File: config.mk
export PLATFORM = sky130hd
export DESIGN_NAME = serial_adder
export DESIGN_NICKNAME = d
export VERILOG_FILES = /design/src/rtl/serial_adder.sv
export SDC_FILE = /design/constraint.sdc
export NUM_CORES = 1
export LEC_CHECK = 0
export CORE_MARGIN = 5
export CORE_UTILIZATION = 49
export CTS_BUF_LIST = sky130_fd_sc_hd__clkbuf_2 sky130_fd_sc_hd__clkbuf_4 sky130_fd_sc_hd__clkbuf_8
export DETAILED_ROUTE_END_ITERATION = 8
export GPL_ROUTABILITY_DRIVEN = 0
export PLACE_DENSITY = 0.77
export SETUP_SLACK_MARGIN = 0.02
export SYNTH_ARGS = -nofsm -noshare
export SYNTH_HDL_FRONTEND = slang
export SYNTH_SLANG_ARGS = --single-unit
export TNS_END_PERCENT = 10
File: constraint.sdc
create_clock -name clk -period 3.4 [get_ports clk]
set_input_delay 0.68 -clock clk [delete_from_list [all_inputs] [get_ports clk]]
set_output_delay 0.68 -clock clk [all_outputs]
set_load 0.02 [all_outputs]
File: src/rtl/serial_adder.sv
// 64-bit adder that processes one 8-bit slice per clock: 8 RUN cycles, then a DONE pulse.
// Define SERIAL_ADDER_CIN_EN to add a latched carry-in port (cin); otherwise the carry seeds with 0.
module serial_adder (
   input  logic        clk,
   input  logic        rst_n,
   input  logic        start,
   input  logic        enable,
`ifdef SERIAL_ADDER_CIN_EN
   input  logic        cin,
`endif
   input  logic [63:0] A,
   input  logic [63:0] B,
   output logic        busy,
   output logic        done,
   output logic [63:0] Sum,
   output logic        OF
);

   // Handshake: start is accepted only while busy=0 (IDLE); done pulses for one
   // cycle when Sum/OF have just been updated, and Sum/OF hold until the next done.
   typedef enum logic [1:0] {
      S_IDLE = 2'd0,
      S_RUN  = 2'd1,
      S_DONE = 2'd2
   } state_t;

   state_t      r_state;
   state_t      w_next_state;
   logic [63:0] r_a;
   logic [63:0] r_b;
   logic        r_en;
   logic [2:0]  r_cnt;
   logic        r_carry;
   logic [63:0] r_shadow;
   logic [63:0] r_sum;
   logic        r_of;
   logic        w_cin;
   logic        w_accept;
   logic        w_last;
   logic [5:0]  w_base;
   logic [7:0]  w_slice_a;
   logic [7:0]  w_slice_b;
   logic [8:0]  w_add;
   logic [63:0] w_result;
   logic        w_of;

`ifdef SERIAL_ADDER_CIN_EN
   assign w_cin = cin;
`else
   assign w_cin = 1'b0;
`endif

   assign w_accept  = (r_state == S_IDLE) && start;
   assign w_last    = (r_state == S_RUN) && (r_cnt == 3'd7);
   assign w_base    = {r_cnt, 3'b000};
   assign w_slice_a = r_a[w_base +: 8];
   assign w_slice_b = r_b[w_base +: 8];
   assign w_add     = {1'b0, w_slice_a} + {1'b0, w_slice_b} + {8'b0, r_carry};
   // Top slice is still combinational on the last edge, so splice it onto the shadow.
   assign w_result  = {w_add[7:0], r_shadow[55:0]};
   assign w_of      = (r_a[63] == r_b[63]) && (w_result[63] != r_a[63]);

   always_ff @(posedge clk or negedge rst_n) begin
      if (!rst_n) begin
         r_state <= S_IDLE;
      end else begin
         r_state <= w_next_state;
      end
   end

   always_comb begin
      w_next_state = r_state;
      case (r_state)
         S_IDLE:  if (start) w_next_state = S_RUN;
         S_RUN:   if (r_cnt == 3'd7) w_next_state = S_DONE;
         S_DONE:  w_next_state = S_IDLE;
         default: w_next_state = S_IDLE;
      endcase
   end

   always_comb begin
      busy = 1'b0;
      done = 1'b0;
      case (r_state)
         S_RUN:   busy = 1'b1;
         S_DONE: begin
            busy = 1'b1;
            done = 1'b1;
         end
         default: begin
            busy = 1'b0;
            done = 1'b0;
         end
      endcase
   end

   always_ff @(posedge clk or negedge rst_n) begin
      if (!rst_n) begin
         r_a      <= 64'd0;
         r_b      <= 64'd0;
         r_en     <= 1'b0;
         r_cnt    <= 3'd0;
         r_carry  <= 1'b0;
         r_shadow <= 64'd0;
      end else if (w_accept) begin
         r_a      <= A;
         r_b      <= B;
         r_en     <= enable;
         r_cnt    <= 3'd0;
         r_carry  <= w_cin;
      end else if (r_state == S_RUN) begin
         r_shadow[w_base +: 8] <= w_add[7:0];
         r_carry               <= w_add[8];
         r_cnt                 <= r_cnt + 3'd1;
      end
   end

   // Final carry out of bit 63 is dropped; only the sign bits decide OF.
   always_ff @(posedge clk or negedge rst_n) begin
      if (!rst_n) begin
         r_sum <= 64'd0;
         r_of  <= 1'b0;
      end else if (w_last) begin
         r_sum <= r_en ? w_result : 64'd0;
         r_of  <= r_en & w_of;
      end
   end

   assign Sum = r_sum;
   assign OF  = r_of;

endmodule
==> results of run 1 <==
==> placed cells by master (no fill, tap or decap), drive strengths merged, types with 2 or more instances in the layout <==
master,instances
nor2,7
nand2,234
o21a,2
a21o,3
a22o,2
fa,2
o211ai,2
nand3b,2
xor2,3
nand3,3
o31ai,17
a211oi,3
clkdlybuf4s50,197
a21oi,12
clkbuf,70
ha,18
mux4,32
o21ai,102
dfrtp,256
buf,22
mux2,135
inv,9
clkinv,5
xnor2,3
mux2i,3
==> per-layer routing <==
metal / track usage / routed length [um]
met1: 0.281 / 11600
met3: 0.0572 / 1970
met4: 0.0690 / 645
met2: 0.337 / 12900
met5: 0 / 14
==> final cells by class <==
cell class,count,area share
flip-flops and latches,256,0.444
multi-input cells,599,0.314
repair buffers,219,0.154
clock buffers,70,0.0589
well taps,285,0.0247
clock inverters,7,0.00338
inverters,7,0.00182
diodes,1,0.000173
==> cell families (layout without fill, tap and decap cells) <==
| family | count (synthesis) | count (layout) |
|---|---|---|
| XOR/XNOR | 6 | 6 |
| other | 0 | 1 |
| AND/OR/NAND/NOR | 255 | 255 |
| adder cells (fa/ha/maj) | 20 | 20 |
| flip-flops | 256 | 256 |
| multiplexers | 170 | 170 |
| AO/OA/AOI/OAI | 148 | 148 |
| buffers and inverters | 61 | 303 |
==> final timing paths <==
check	slack (ns)	endpoint	start
hold / removal	0.11	Sum[47]	rst_n
hold reg to reg	0.47	Sum[32]	Sum[32]
max in group asynchronous	2.43	r_shadow[12]	rst_n
setup reg to reg	0.20	Sum[62]	r_cnt[0]
min in group clk	0.47	Sum[32]	Sum[32]
setup / recovery	0.20	Sum[62]	r_cnt[0]
==> per-stage QoR <==
| step | utilization | worst slack [ns] | cells | setup TNS [ns] | power [mW] |
|---|---|---|---|---|---|
| 4_1_cts | 0.639 | 0.0440 | 1443 | 0 | 15.0 |
| 6_report | 0.640 | 0.203 | 1444 | 0 | 15.0 |
| 3_3_place_gp | 0.599 | 0.0216 | 1366 | 0 | 11.8 |
| 3_5_place_dp | 0.599 | -0.0582 | 1366 | -0.247 | 12.1 |
| 5_1_grt | 0.640 | 0.00791 | 1443 | 0 | 15.9 |
| 2_1_floorplan | - | 0.0347 | 916 | 0 | 9.53 |
==> what timing repair did <==
action	in CTS	in global routing
buffers inserted	0	0
endpoints found under the setup margin	10	17
resized for setup	3	5
pin swaps	1	1
==> flip-flops by register name, indices dropped and copies added (netlist names) <==
name      cells
OF            1
Sum          64
r_a          64
r_b          64
r_carry       1
r_cnt         3
r_en          1
r_shadow     56
r_state       2
==> cell usage after synthesis, types with 3 or more instances <==
cell      instances
buf_6             3
buf_4             4
clkbuf_1         25
nand3_1           3
o31ai_1          16
a21o_1            3
mux2i_1           3
mux2_2          135
mux4_2           32
nor2_1            6
o21ai_1           3
a21oi_1          11
o21ai_0          93
buf_2            21
nand2_1         232
dfrtp_1         256
xnor2_1           3
ha_1             18
inv_1             6
o21ai_2           6
==> worst max-delay path, delay by kind of cell, from the launching register on <==
family / cells / cell delay [ns]
fa+ha+maj: 2 / 0.79
compound gates: 4 / 0.76
mux: 1 / 0.54
flops: 1 / 0.51
xor+xnor: 1 / 0.29
simple gates: 2 / 0.17
==> where the power goes <==
part / switching (mW) / internal (mW)
registers: 0.648 / 4.16
clock network: 1.23 / 1.59
logic: 4.14 / 3.26
==> results.cfg, run 1 <==
[synthesis]
synth_top_area_frac = 0.572
syn_area_um2 = 11200
synthMuxAreaShare = 0.203
ys_ff_latch = 256
synthXorXnorAreaFrac = 0.00537
async_flop_share = 1.00
synth_edf_count = 0
synth.largest_area_cell = dfrtp_1
syn_nets = 1068
ys.flop_type = dfrtp_1
ys_top_cells_by_area = dfrtp_1, mux2_2, nand2_1
yosys_warnings = 0
synth-compound-area-share = 0.0786
synth.distinct_cells = 50
syn_inst = 916
synth.yosys.seq_area_share = 0.572
synthAdderAreaFrac = 0.0237
syn_area_per_cell_um2 = 12.2
synth_top_family_by_area = multiplexers
synth_simple_gate_area_frac = 0.0910

[floorplan]
ios = 199
core_um2 = 22600
fp.dieH_um = 161
start_util = 0.496
placementRows = 55
die-area_um2 = 26000
die_w_um = 161

[clocking]
cts_buffer_depth = 3
cts_max_level = 2
cts-root-buf = clkbuf_8
cts_tree = yes
clk_pin_slew_ns = 0.06
clk_latency_ns = 0.57
cts_num_sinks = 256
cts_made_buffers = 43
cts_hold_buf = 0

[route]
drtAntennaViolNets = 0
vias = 7724
drt_first_pass_iters = 4
wire_per_inst_um = 18.8
vias_per_cell = 5.35
drt_iter0_markers = 519
route.detailed.drc = 0
wirelength_mm = 27.2

[grt]
grt_pass1_wl_mm = 43.8
grt_max_degree = 88
gr-total-overflow = 0
antenna_found_initial = 2
grt_pass1_vias = 8231
grt_use_total = 0.210

[placement]
place_area_um2 = 13500
io_buffers = 198
hpwl_mm = 19.6

[timing]
max_freq_ghz = 0.313
final-setup-viol-count = 0
tightest_slew_ns = 0.671
timing.hold.ws_ns = 0.112
maxSlewViolCount = 0
rsz0062_at_grt = true
maxSlewHeadroom = 0.553
post-route-min-period_ns = 3.20
finalClockSkew_ns = 0.0337
hold_viol = 0
fin_crit_sh = 0.940

[setup_path]
critPathMaxFanout = 8
end_kind = flop
cp_slowest_cell = mux4_2
max_stage_delay_ns = 0.54
arrival_ns = 3.63
r2r_cells = 10
crit_type = reg2reg
path_cells = mux4_2, nand2_1, nand2_1, fa_2, fa_2, a211oi_2, o21bai_1, a21oi_2, xor2_4, o21ai_0
start_kind = flop
cp.required_ns = 3.83

[hold_path]
hp-class = in2async

[layout]
layout.area.seq_um2 = 6410
finish.instance_area_um2 = 14400
nets = 1278
multiInputGateArea_um2 = 4540
fillerInstances = 1782
syn_to_final_growth_pct = 29.1
drive_gt1_frac = 0.250

[power]
ir_drop_uv = 982
p_per_area_nw_per_um2 = 1040
p_leak_nw = 6.18

[run]
max_cap_violations = 0

[run_status]
status = finished clean
Power figures use the tool's default switching activity.
==> run 2: changes to the inputs <==
--- a/config.mk
+++ b/config.mk
@@ -10,6 +10,8 @@
 export CTS_BUF_LIST = sky130_fd_sc_hd__clkbuf_2 sky130_fd_sc_hd__clkbuf_4 sky130_fd_sc_hd__clkbuf_8
 export DETAILED_ROUTE_END_ITERATION = 8
 export GPL_ROUTABILITY_DRIVEN = 0
+export GPL_TIMING_DRIVEN = 0
+export MAX_ROUTING_LAYER = met4
 export PLACE_DENSITY = 0.77
 export SETUP_SLACK_MARGIN = 0.02
 export SYNTH_ARGS = -nofsm -noshare
==> run 2 against run 1 <==
Combinational power grew 16%. Cell count rose by 3.4%. Critical path depth increased by 3. Fmax is 5.8% lower. Non-clock buffer count grew 53. Core utilization increased by 1.4 points. Wire length increased by 3.6%. Sequential share of layout area decreased by 0.97 points. Count of clock-buffer cells in the layout shrank 2. Setup slack worse by 0.20 ns. Clock skew decreased by 0.0042 ns. Register-to-register slack worse by 0.20 ns.
==> results.cfg, run 2 (synthesis results as in run 1) <==
[clocking]
cts_num_sinks = 256
cts_made_buffers = 43
cts_max_level = 2
cts-root-buf = clkbuf_8
cts_buffer_depth = 3
clk_pin_slew_ns = 0.06
clk_latency_ns = 0.55
cts_tree = yes

[floorplan]
die-area_um2 = 26000
fp.dieH_um = 161
core_um2 = 22600
die_w_um = 161
start_util = 0.496
placementRows = 55
ios = 199

[route]
drt_first_pass_iters = 5
vias_per_cell = 5.35
wirelength_mm = 28.1
route.detailed.drc = 0
wire_per_inst_um = 18.8
drtAntennaViolNets = 0
drt_iter0_markers = 382
vias = 7991

[grt]
antenna_found_initial = 2
grt_pass1_wl_mm = 44.4
grt_use_total = 0.222
grt_max_degree = 115
grt_pass1_vias = 8503
gr-total-overflow = 0

[placement]
hpwl_mm = 20.6
io_buffers = 198
place_area_um2 = 13600

[timing]
final-setup-viol-count = 0
rsz0062_at_grt = true
hold_viol = 0
finalClockSkew_ns = 0.0296
fin_crit_sh = 0.998
timing.hold.ws_ns = 0.476
maxSlewViolCount = 0
tightest_slew_ns = 0.987
fin_setup_tns_ns = 0
post-route-min-period_ns = 3.39
max_freq_ghz = 0.295
maxSlewHeadroom = 0.338

[run]
max_cap_violations = 0

[layout]
mostFrequentLayoutCells = dfrtp_1, nand2_1, clkdlybuf4s50_1
fillerInstances = 1709
drive_gt1_frac = 0.264
finish.instance_area_um2 = 14800
final_core_util = 0.654
syn_to_final_growth_pct = 31.9
nets = 1331
layout_commonest_cell = dfrtp_1

[setup_path]
worst_r2r_startpoint = r_cnt[0]
r2r_cells = 13
start_kind = flop
startpoint = r_cnt[0]
critPathMaxFanout = 8
arrival_ns = 3.85
cp.required_ns = 3.85
end_kind = flop
crit_type = reg2reg

[run_status]
status = finished clean

[power]
p_leak_nw = 6.30
ir_drop_uv = 1150
p_per_area_nw_per_um2 = 1090

[hold_path]
hold_start = r_shadow[12]
hp-class = reg2reg
min_path_cells = 2
[run 2: cell types whose count changed in the layout (fill, tap and decap cells not counted), sizes merged, moves of 2 or more]
cell    previous run  this run
inv                9         7
clkbuf            70        92
clkinv             5         2
buf               22        50
[run 2: final cells by class]
cell class | instances | area [um^2] | share of cell area
Clock inverter | 4 | 51.3 | 0.00347
Buffer | 53 | 297 | 0.0201
Multi-Input combinational cell | 599 | 4580 | 0.310
Tap cell | 285 | 357 | 0.0241
Antenna cell | 2 | 5.00 | 0.000339
Sequential cell | 256 | 6410 | 0.434
Timing Repair Buffer | 219 | 2200 | 0.149
Clock buffer | 68 | 842 | 0.0570
Inverter | 7 | 26.3 | 0.00178
[run 2: path summary, 6_finish.rpt]
kind	endpoint	slack [ns]
min in group asynchronous	Sum[47]	0.60
hold reg to reg	r_shadow[12]	0.48
setup / recovery	r_shadow[14]	0.006
setup reg to reg	r_shadow[14]	0.006
max in group asynchronous	r_b[8]	1.37
hold / removal	r_shadow[12]	0.48
[run 2: metal layers]
metal  wire, um  global-route usage
met5          0                   -
met4        639              0.0648
met3       1840              0.0536
met2      13900               0.363
met1      11800               0.279
[run 2: power breakdown]
| part | switching, mW | internal, mW | leakage [nW] |
|---|---|---|---|
| Sequential | 0.588 | 4.16 | 3.26 |
| Combinational | 4.66 | 3.89 | 2.57 |
| Clock | 1.18 | 1.64 | 0.473 |
| Total | 6.43 | 9.68 | 6.30 |
[run 2: worst max-delay path, stage by stage, from the launching register on]
cell      delay (ns)
dfrtp_2         0.40
buf_12          0.13
buf_12          0.12
mux4_2          0.54
nand2_2         0.09
nand2_2         0.07
fa_2            0.39
fa_2            0.41
a211oi_2        0.28
o21bai_1        0.11
a21oi_2         0.24
xor2_4          0.10
buf_12          0.15
o31ai_2         0.24
[run 2: repair_timing]
item / in CTS / in global routing
pin swaps: 5 / 9
resized for setup: 17 / 10
hold buffers: 1 / 0
endpoints found under the hold margin: 16 / 0
setup buffers: 6 / 13
setup endpoints to repair: 52 / 31
gates cloned: 0 / 0
[run 2: per-stage QoR]
| step | instances | setup WS, ns | total power [mW] |
|---|---|---|---|
| 5_1_grt | 1493 | -0.114 | 17.0 |
| 4_1_cts | 1479 | -0.00416 | 15.9 |
| 3_5_place_dp | 1401 | -0.969 | 11.7 |
| 6_report | 1493 | 0.00606 | 16.1 |
| 3_3_place_gp | 1399 | -9.97 | 11.5 |
| 2_1_floorplan | 916 | 0.0347 | 9.53 |
==> run 3: changes to the inputs <==
--- a/config.mk
+++ b/config.mk
@@ -5,14 +5,15 @@
 export SDC_FILE = /design/constraint.sdc
 export NUM_CORES = 1
 export LEC_CHECK = 0
+export ABC_AREA = 1
 export CORE_MARGIN = 5
-export CORE_UTILIZATION = 49
+export CORE_UTILIZATION = 50
 export CTS_BUF_LIST = sky130_fd_sc_hd__clkbuf_2 sky130_fd_sc_hd__clkbuf_4 sky130_fd_sc_hd__clkbuf_8
 export DETAILED_ROUTE_END_ITERATION = 8
 export GPL_ROUTABILITY_DRIVEN = 0
 export GPL_TIMING_DRIVEN = 0
 export MAX_ROUTING_LAYER = met4
-export PLACE_DENSITY = 0.77
+export PLACE_DENSITY = 0.78
 export SETUP_SLACK_MARGIN = 0.02
 export SYNTH_ARGS = -nofsm -noshare
 export SYNTH_HDL_FRONTEND = slang
==> run 3 against run 2 <==
Clock power about the same. Synthesized cell count grew 45%. First-iteration DRC count is 110% higher. Critical endpoint is now r_shadow[53]. Largest power group unchanged.
==> results.cfg, run 3 <==
[timing]
fin_setup_tns_ns = 0
hold_viol = 0
finalClockSkew_ns = 0.0163
rsz0062_at_grt = true
final-setup-viol-count = 0
tightest_slew_ns = 0.779
post-route-min-period_ns = 3.22
max_freq_ghz = 0.311
maxSlewViolCount = 0
maxSlewHeadroom = 0.481
fin_crit_sh = 0.946

[synthesis]
syn_area_per_cell_um2 = 8.51
synth.distinct_cells = 35
syn_inst = 1332
synthAdderAreaFrac = 0.0234
synth.yosys.seq_area_share = 0.565
synth-compound-area-share = 0.110
ys_top_cells_by_area = dfrtp_1, nand2_1, o21ai_0
yosys_warnings = 0
synthXorXnorAreaFrac = 0.00154
synth.largest_area_cell = dfrtp_1
synth_top_family_by_area = simple AND/OR/NAND/NOR gates
syn_area_um2 = 11300
synth_most_common_cell = nand2_1
synthMuxAreaShare = 0
synth_top_area_frac = 0.565
synth_edf_count = 0
syn_nets = 1484
ys_ff_latch = 256
synth_simple_gate_area_frac = 0.245
ys.flop_type = dfrtp_1
synth_commonest_cells = nand2_1, dfrtp_1, o21ai_0, nor2_1, inv_1
async_flop_share = 1.00

[layout]
nets = 1734
drive_gt1_frac = 0.0924
finish.instance_area_um2 = 14800
layout_commonest_cell = nand2_1
fillerInstances = 1873
fin_cells = 1898
antenna_cells = 0
mostFrequentLayoutCells = nand2_1, dfrtp_1, clkdlybuf4s50_1
syn_to_final_growth_pct = 30.1

[power]
p_per_area_nw_per_um2 = 964
p_leak_nw = 7.29
power_mw = 14.2
ir_drop_uv = 615

[route]
wire_per_inst_um = 17.3
vias_per_cell = 5.28
route.detailed.drc = 0
drtAntennaViolNets = 0
vias = 10000
drt_iter0_markers = 808
drt_first_pass_iters = 4
wirelength_mm = 32.9

[setup_path]
crit_type = reg2reg
crit_top_cell = nand2_1
critPathMaxFanout = 10
arrival_ns = 3.70
cp.required_ns = 3.88
worst_r2r_startpoint = r_cnt[1]
max_stage_delay_ns = 0.52
path_cells = inv_2, clkbuf_1, o21ai_0, o22ai_1, nand2_1, nand2_1, ha_1, or2_1, nand3_1, nand2_1, nand2_1, nand3_1, nor2_1, nand3_1, nand2_1
start_kind = flop
cp_slowest_cell = dfrtp_2
startpoint = r_cnt[1]
end_kind = flop

[placement]
io_buffers = 198
place_area_um2 = 13700
hpwl_mm = 23.9
placed_cells = 1817

[floorplan]
die_w_um = 161
die-area_um2 = 25800
placementRows = 55
core_um2 = 22500
ios = 199
start_util = 0.504
fp.dieH_um = 161

[clocking]
cts_buffer_depth = 3
clk_pin_slew_ns = 0.06
cts_max_level = 2
clk_latency_ns = 0.55
cts_num_sinks = 256
cts_made_buffers = 42
cts_tree = yes
cts-root-buf = clkbuf_8

[run_status]
status = finished clean

[run]
max_cap_violations = 0

[grt]
grt_max_degree = 131
antenna_found_initial = 0
grt_use_total = 0.257
gr-total-overflow = 0
grt_pass1_vias = 10100
grt_pass1_wl_mm = 51.7

[hold_path]
hold_start = r_a[43]
hp-class = reg2reg
==> run 3: cell count changes after synthesis, moves of 7 or more <==
cell      previous run  this run
nand4_1              1         8
nor2_1               6        77
a22o_1               2        31
o31ai_1             16         0
mux4_2              32         0
inv_1                6        58
o21ai_0             93       134
mux2_2             135         0
o22ai_1              0        37
a21oi_1             11         4
nand2_1            232       562
nand3_1              3        33
clkbuf_1            25        37
==> run 3: routing by layer <==
layer	global-route usage	part of all wire
met1	0.329	0.41
met2	0.421	0.49
met3	0.0367	0.068
met4	0.0931	0.034
met5	-	0
==> run 3: layout make-up <==
cell class	instances	area, um^2	area share
Inverter	68	263	0.0178
Timing Repair Buffer	206	2090	0.142
Tap cell	285	357	0.0242
Clock inverter	5	32.5	0.00221
Multi-Input combinational cell	934	4360	0.296
Buffer	74	370	0.0251
Sequential cell	256	6410	0.434
Clock buffer	70	870	0.0590
==> run 3: per-stage QoR <==
step	setup slack (ns)	hold WS, ns	util
finish	0.183	0.475	0.655
global route	-0.00901	0.489	0.655
CTS	0.0671	0.476	0.652
detailed placement	-0.439	0.460	0.610
global placement	-8.81	0.458	0.608
floorplan	0.500	0.384	-
==> run 3: worst paths after layout <==
kind / slack [ns] / cells past startpoint / endpoint
min in group asynchronous: 0.54 / 2 / Sum[26]
setup reg to reg: 0.18 / 15 / r_shadow[53]
setup / recovery: 0.18 / 15 / r_shadow[53]
max in group asynchronous: 2.00 / 3 / r_b[2]
hold reg to reg: 0.48 / 2 / r_a[43]
hold / removal: 0.48 / 2 / r_a[43]
==> run 3: cell families (layout without fill, tap and decap cells) <==
kind of cell    after synthesis  in the layout
simple gates                696            696
flops                       256            256
compound gates              216            216
buf+inv                     142            423
fa+ha+maj                    20             20
xor+xnor                      2              2
==> run 3: critical path: cells and delay by family (launching register included) <==
kind	cells	cell delay (ns)
simple gates	10	1.41
flops	1	0.52
buf+inv	2	0.57
fa+ha+maj	1	0.27
compound gates	2	0.39
==> run 3: timing repair <==
action                                  4_1_cts  5_1_grt
endpoints found under the setup margin       21       28
hold buffers                                  1        0
hold endpoints to repair                     11        0
pin swaps                                     0        2
setup buffers                                 0        5
resized for setup                             6       18
==> run 3: power breakdown <==
group          internal (mW)  switching (mW)  leakage, nW  total, mW
Combinational           2.29            4.43         3.46       6.72
Sequential              4.07           0.618         3.35       4.69
Clock                   1.61            1.20        0.485       2.82
Total                   7.97            6.25         7.29       14.2
